### config.mk
export PLATFORM = sky130hd
export DESIGN_NAME = seq_divider
export DESIGN_NICKNAME = d
export VERILOG_FILES = /design/src/rtl/div_pkg.sv /design/src/rtl/div_step.sv /design/src/rtl/seq_divider.sv
export SDC_FILE = /design/constraint.sdc
export NUM_CORES = 1
export LEC_CHECK = 0
export ABC_CLOCK_PERIOD_IN_PS = 2300
export BUFFER_PORTS_ARGS = -buffer_cell sky130_fd_sc_hd__buf_2
export CAP_MARGIN = 25
export CORE_AREA = 2 2 138 140
export CTS_BUF_LIST = sky130_fd_sc_hd__clkbuf_8
export CTS_CLUSTER_DIAMETER = 120
export CTS_CLUSTER_SIZE = 40
export DETAILED_ROUTE_END_ITERATION = 8
export DIE_AREA = 0 0 140 142
export GPL_TIMING_DRIVEN = 0
export PLACE_DENSITY = 0.61
export SYNTH_ARGS = -nofsm -noshare
export SYNTH_HDL_FRONTEND = slang
export SYNTH_SLANG_ARGS = --single-unit
### constraint.sdc
create_clock -name clk -period 2.3 [get_ports clk]
set_input_delay 0.23 -clock clk [delete_from_list [all_inputs] [get_ports clk]]
set_output_delay 0.23 -clock clk [all_outputs]
set_load 0.02 [all_outputs]
### src/rtl/div_pkg.sv
// Shared definitions for the sequential restoring divider.
package div_pkg;

   typedef enum logic [2:0] {
      IDLE = 3'd0,
      PREP = 3'd1,
      CALC = 3'd2,
      FIX  = 3'd3,
      DONE = 3'd4
   } state_t;

   // Every quotient bit is forced to this value on a zero divisor.
   localparam bit DIVZ_Q_BIT = 1'b1;

   function automatic int unsigned count_width(input int unsigned dw);
      return $clog2(dw + 1);
   endfunction

endpackage

### src/rtl/div_step.sv
// One restoring-division iteration: shift in a dividend bit, trial-subtract the divisor magnitude.
module div_step #(
   parameter int unsigned VW = 14
) (
   input  logic [VW:0]   rem_in,
   input  logic          bit_in,
   input  logic [VW-1:0] divisor_mag,
   output logic [VW:0]   rem_out,
   output logic          q_bit
);

   localparam int unsigned RW = VW + 1;
   localparam int unsigned SW = VW + 2;

   logic [SW-1:0] shifted;
   logic [RW-1:0] trial;

   always_comb begin
      shifted = {rem_in, bit_in};
      q_bit   = (shifted >= SW'(divisor_mag));
      trial   = RW'(shifted - SW'(divisor_mag));
      rem_out = q_bit ? trial : shifted[RW-1:0];
   end

endmodule

### src/rtl/seq_divider.sv
// Multi-cycle signed/unsigned integer divider with valid/ready handshakes on both sides.
module seq_divider
   import div_pkg::*;
#(
   parameter int unsigned DW        = 26,
   parameter int unsigned VW        = 14,
   parameter bit          SIGNED_EN = 1'b1
) (
   input  logic          clk,
   input  logic          rst_n,
   input  logic          in_valid,
   output logic          in_ready,
   input  logic [DW-1:0] dividend,
   input  logic [VW-1:0] divisor,
   input  logic          signed_mode,
   output logic          out_valid,
   input  logic          out_ready,
   output logic [DW-1:0] quotient,
   output logic [VW-1:0] remainder,
   output logic          div_by_zero,
   output logic          busy
);

   localparam int unsigned CW = count_width(DW);

   state_t        state;
   logic [DW-1:0] work;
   logic [VW-1:0] div_reg;
   logic [VW:0]   prem;
   logic [CW-1:0] count;
   logic          eff_signed;
   logic          q_neg;
   logic          r_neg;
   logic [VW:0]   prem_nxt;
   logic          q_bit;

   div_step #(.VW(VW)) u_step (
      .rem_in      (prem),
      .bit_in      (work[DW-1]),
      .divisor_mag (div_reg),
      .rem_out     (prem_nxt),
      .q_bit       (q_bit)
   );

   // work holds the dividend and fills with quotient bits from the LSB as it shifts out.
   always_ff @(posedge clk or negedge rst_n) begin
      if (!rst_n) begin
         state       <= IDLE;
         work        <= '0;
         div_reg     <= '0;
         prem        <= '0;
         count       <= '0;
         eff_signed  <= 1'b0;
         q_neg       <= 1'b0;
         r_neg       <= 1'b0;
         in_ready    <= 1'b1;
         busy        <= 1'b0;
         out_valid   <= 1'b0;
         quotient    <= '0;
         remainder   <= '0;
         div_by_zero <= 1'b0;
      end else begin
         case (state)
            IDLE: begin
               if (in_valid) begin
                  work       <= dividend;
                  div_reg    <= divisor;
                  eff_signed <= signed_mode & SIGNED_EN;
                  in_ready   <= 1'b0;
                  busy       <= 1'b1;
                  state      <= PREP;
               end
            end
            PREP: begin
               if (div_reg == '0) begin
                  quotient    <= {DW{DIVZ_Q_BIT}};
                  remainder   <= work[VW-1:0];
                  div_by_zero <= 1'b1;
                  state       <= DONE;
               end else begin
                  work    <= (eff_signed && work[DW-1]) ? -work : work;
                  div_reg <= (eff_signed && div_reg[VW-1]) ? -div_reg : div_reg;
                  q_neg   <= eff_signed & (work[DW-1] ^ div_reg[VW-1]);
                  r_neg   <= eff_signed & work[DW-1];
                  prem    <= '0;
                  count   <= '0;
                  state   <= CALC;
               end
            end
            CALC: begin
               work  <= {work[DW-2:0], q_bit};
               prem  <= prem_nxt;
               count <= count + CW'(1);
               if (count == CW'(DW - 1)) state <= FIX;
            end
            FIX: begin
               quotient    <= q_neg ? -work : work;
               remainder   <= r_neg ? -prem[VW-1:0] : prem[VW-1:0];
               div_by_zero <= 1'b0;
               out_valid   <= 1'b1;
               state       <= DONE;
            end
            DONE: begin
               // The zero-divisor path arrives with out_valid low and raises it here.
               if (!out_valid) begin
                  out_valid <= 1'b1;
               end else if (out_ready) begin
                  out_valid <= 1'b0;
                  in_ready  <= 1'b1;
                  busy      <= 1'b0;
                  state     <= IDLE;
               end
            end
            default: begin
               out_valid <= 1'b0;
               in_ready  <= 1'b1;
               busy      <= 1'b0;
               state     <= IDLE;
            end
         endcase
      end
   end

endmodule

==> results.yml <==
sta:
  fin_crit_sh: 1.07
  final_max_slew_viol_count: 0
  rsz0062_at_grt: "yes"
  fin_ws_ps: -152
  finalSetupViolCount: 51
  slew_headroom: 0.438
  holdWs_ps: 25.8
  fin_crit_ps: 2450
  hold_viol_final: 0
  clock_skew_ps: 14.8
  max_slew.worst_pin.slew_ps: 843
  fmax_ghz: 0.408
synth:
  synthesis.area_mm2: 0.00721
  synth_edf_count: 0
  yosysUniqueCellTypes: 72
  synthTopCellsByArea: "dfrtp_1, o21ai_0, nand2_1"
  yosysSeqAreaShare: 0.382
  yosys.area.top_type: "dfrtp_1"
  postSynthCellCount: 864
  yosys_most_used_dff: "dfrtp_1"
  avgSynthCellArea_um2: 8.35
  synth-async-reset-ratio: 1.00
  synth-seq-cells: 110
  synth_warnings: 0
  synth_top_area_frac: 0.378
  syn_nets: 929
worst_setup_path:
  worst_ep_arrival_time_ps: 2800
  start_kind: "register"
  startpoint: "div_reg[0]$_DFFE_PN0P_"
  worstSetupPathType: "register to register"
  end_kind: "register"
  r2r_start: "div_reg[0]$_DFFE_PN0P_"
  worst-path-max-fanout: 4
  crit_required_ps: 2650
clocking:
  clkTransAtPathRegs_ps: 110
  insertion_delay_ps: 420
  htree_levels: 3
  cts_buffers: 9
  clockRootBuffer: "clkbuf_8"
  clk_path_buf_depth: 2
  cts_tree: "built"
  cts_sinks: 110
floorplanning:
  io_pins: 89
  core_area_mm2: 0.0185
  num_rows: 50
  die_width_um: 140
  dieArea_mm2: 0.0199
  start_util: 0.391
  dieHeight_um: 142
layout:
  final_cell_mix: "buf_2, dfrtp_1, nand2_1, nor2_1, buf_4"
  multi_input_area_mm2: 0.00501
  diodes: 0
  final_net_count: 1103
  fill_cells: 1695
  final_util: 0.547
  mostFrequentLayoutCell: "buf_2"
  area_growth_pct: 39.9
  drive_above_1_share: 0.385
  regArea_mm2: 0.00278
  top_regs: "quotient: 26 flops, work: 26 flops, prem: 15 flops"
detailed_routing:
  ant_nets: 0
  drc: 9
  wl_mm: 26.5
  wl_per_cell_um: 20.7
  viasPerCell: 6.01
  drt_iter0_drc: 718
  drtPass1Iterations: 9
  vias: 7677
place:
  dp_hpwl_mm: 17.8
  place.port_buffers: 88
  gp_congestion: 0.905
pwr:
  p_leak_nw: 4.32
  p_per_area_mw_per_mm2: 1610
  ir_worst_vdd_v: 0.000726
status:
  violations: "design-rule violations, negative setup slack"
  status: "complete, but fails checks"
grt:
  overflow: 0
  grt_pass1_vias: 6845
  grt_first_pass_wirelength_mm: 39.7
  antenna_found_initial: 0
  groute.usage.overall: 0.256
  grt_max_degree: 78
hold_path:
  hold_path_class: "input port to register"
  hp-start: "divisor[0]"
flow_run:
  drv_cap: 0
area by class of cell:
| class | instances | share of cell area |
|---|---|---|
| repair buffers | 174 | 0.126 |
| clock inverters | 6 | 0.00992 |
| well taps | 234 | 0.0290 |
| inverters | 28 | 0.0110 |
| multi-input cells | 659 | 0.496 |
| plain buffers | 56 | 0.0386 |
| flip-flops and latches | 110 | 0.275 |
| clock buffers | 10 | 0.0136 |
synthesized netlist by cell type, types with 6 or more instances:
cell type and instances:
o2bb2ai_1 14, clkbuf_1 52, inv_1 27, nor3_1 34
o22ai_1 17, dfrtp_1 109, xnor2_1 18, a21oi_1 57
a222oi_1 19, o2111ai_1 6, nor2_1 87, nand3_1 35
o31ai_1 10, ha_1 19, or4_1 7, xor2_1 33
and3_1 6, buf_2 11, a31oi_1 8, nor4_1 6
nand4_1 19, nand2_1 87, o21ai_0 67, or3_1 15
nor2b_1 6
per-layer routing:
layer,vias to the layer above,track usage,share of wire
met5,-,0,0
met3,69,0.0555,0.070
met4,0,0.107,0.041
met2,356,0.404,0.47
li1,3550,-,-
met1,3702,0.344,0.42
where the power goes:
group / internal (W) / switching, W / total [W]
registers: 0.00290 / 0.000962 / 0.00386
clock network: 0.000665 / 0.000782 / 0.00145
logic: 0.00448 / 0.00648 / 0.0110
final timing paths:
| check | slack [ps] | cells after the start | endpoint |
|---|---|---|---|
| worst min register to register | 500 | 2 | in_ready$_DFFE_PN1P_ |
| min in group asynchronous | 260 | 2 | work[21]$_DFFE_PN0P_ |
| worst max-delay path | -150 | 8 | prem[10]$_DFFE_PN0P_ |
| worst min-delay path | 30 | 3 | div_reg[0]$_DFFE_PN0P_ |
| max in group asynchronous | 1280 | 3 | prem[2]$_DFFE_PN0P_ |
| worst max register to register | -150 | 8 | prem[10]$_DFFE_PN0P_ |
cell families after synthesis:
group / after synthesis / synth area share
compound gates: 254 / 0.234
xor+xnor: 51 / 0.0619
fa+ha+maj: 20 / 0.0357
buf+inv: 95 / 0.0545
flops: 110 / 0.382
mux: 3 / 0.00451
simple gates: 331 / 0.227
worst max-delay path, stage by stage, from the launching register on:
cell	delay (ps)
dfrtp_2	480
ha_4	180
fa_2	370
nor2b_4	160
o221ai_4	140
nor4b_4	160
or4_4	490
a221o_1	320
nand3_1	80
per-stage QoR:
| stage | TNS (ps) | instances | power [W] | setup slack [ps] | instance area [um^2] |
|---|---|---|---|---|---|
| 3_5_place_dp | -53320 | 1187 | 0.0120 | -928 | 8020 |
| 4_1_cts | -1490 | 1234 | 0.0145 | -148 | 9040 |
| 2_1_floorplan | -204 | 864 | 0.00944 | -104 | 7250 |
| 3_3_place_gp | -98430 | 1186 | 0.0119 | -922 | 7990 |
| 5_1_grt | -6320 | 1277 | 0.0173 | -213 | 10100 |
| 6_report | -1710 | 1277 | 0.0163 | -152 | 10100 |
timing repair:
item / in CTS / in global routing
cloned: 3 / 5
hold buffers: 1 / 0
hold endpoints to repair: 33 / 0
endpoints found under the setup margin: 103 / 100
gates resized for setup: 116 / 212
pin swaps: 18 / 66
buffers inserted: 36 / 41
No activity file was read; power rests on OpenSTA's default activity.
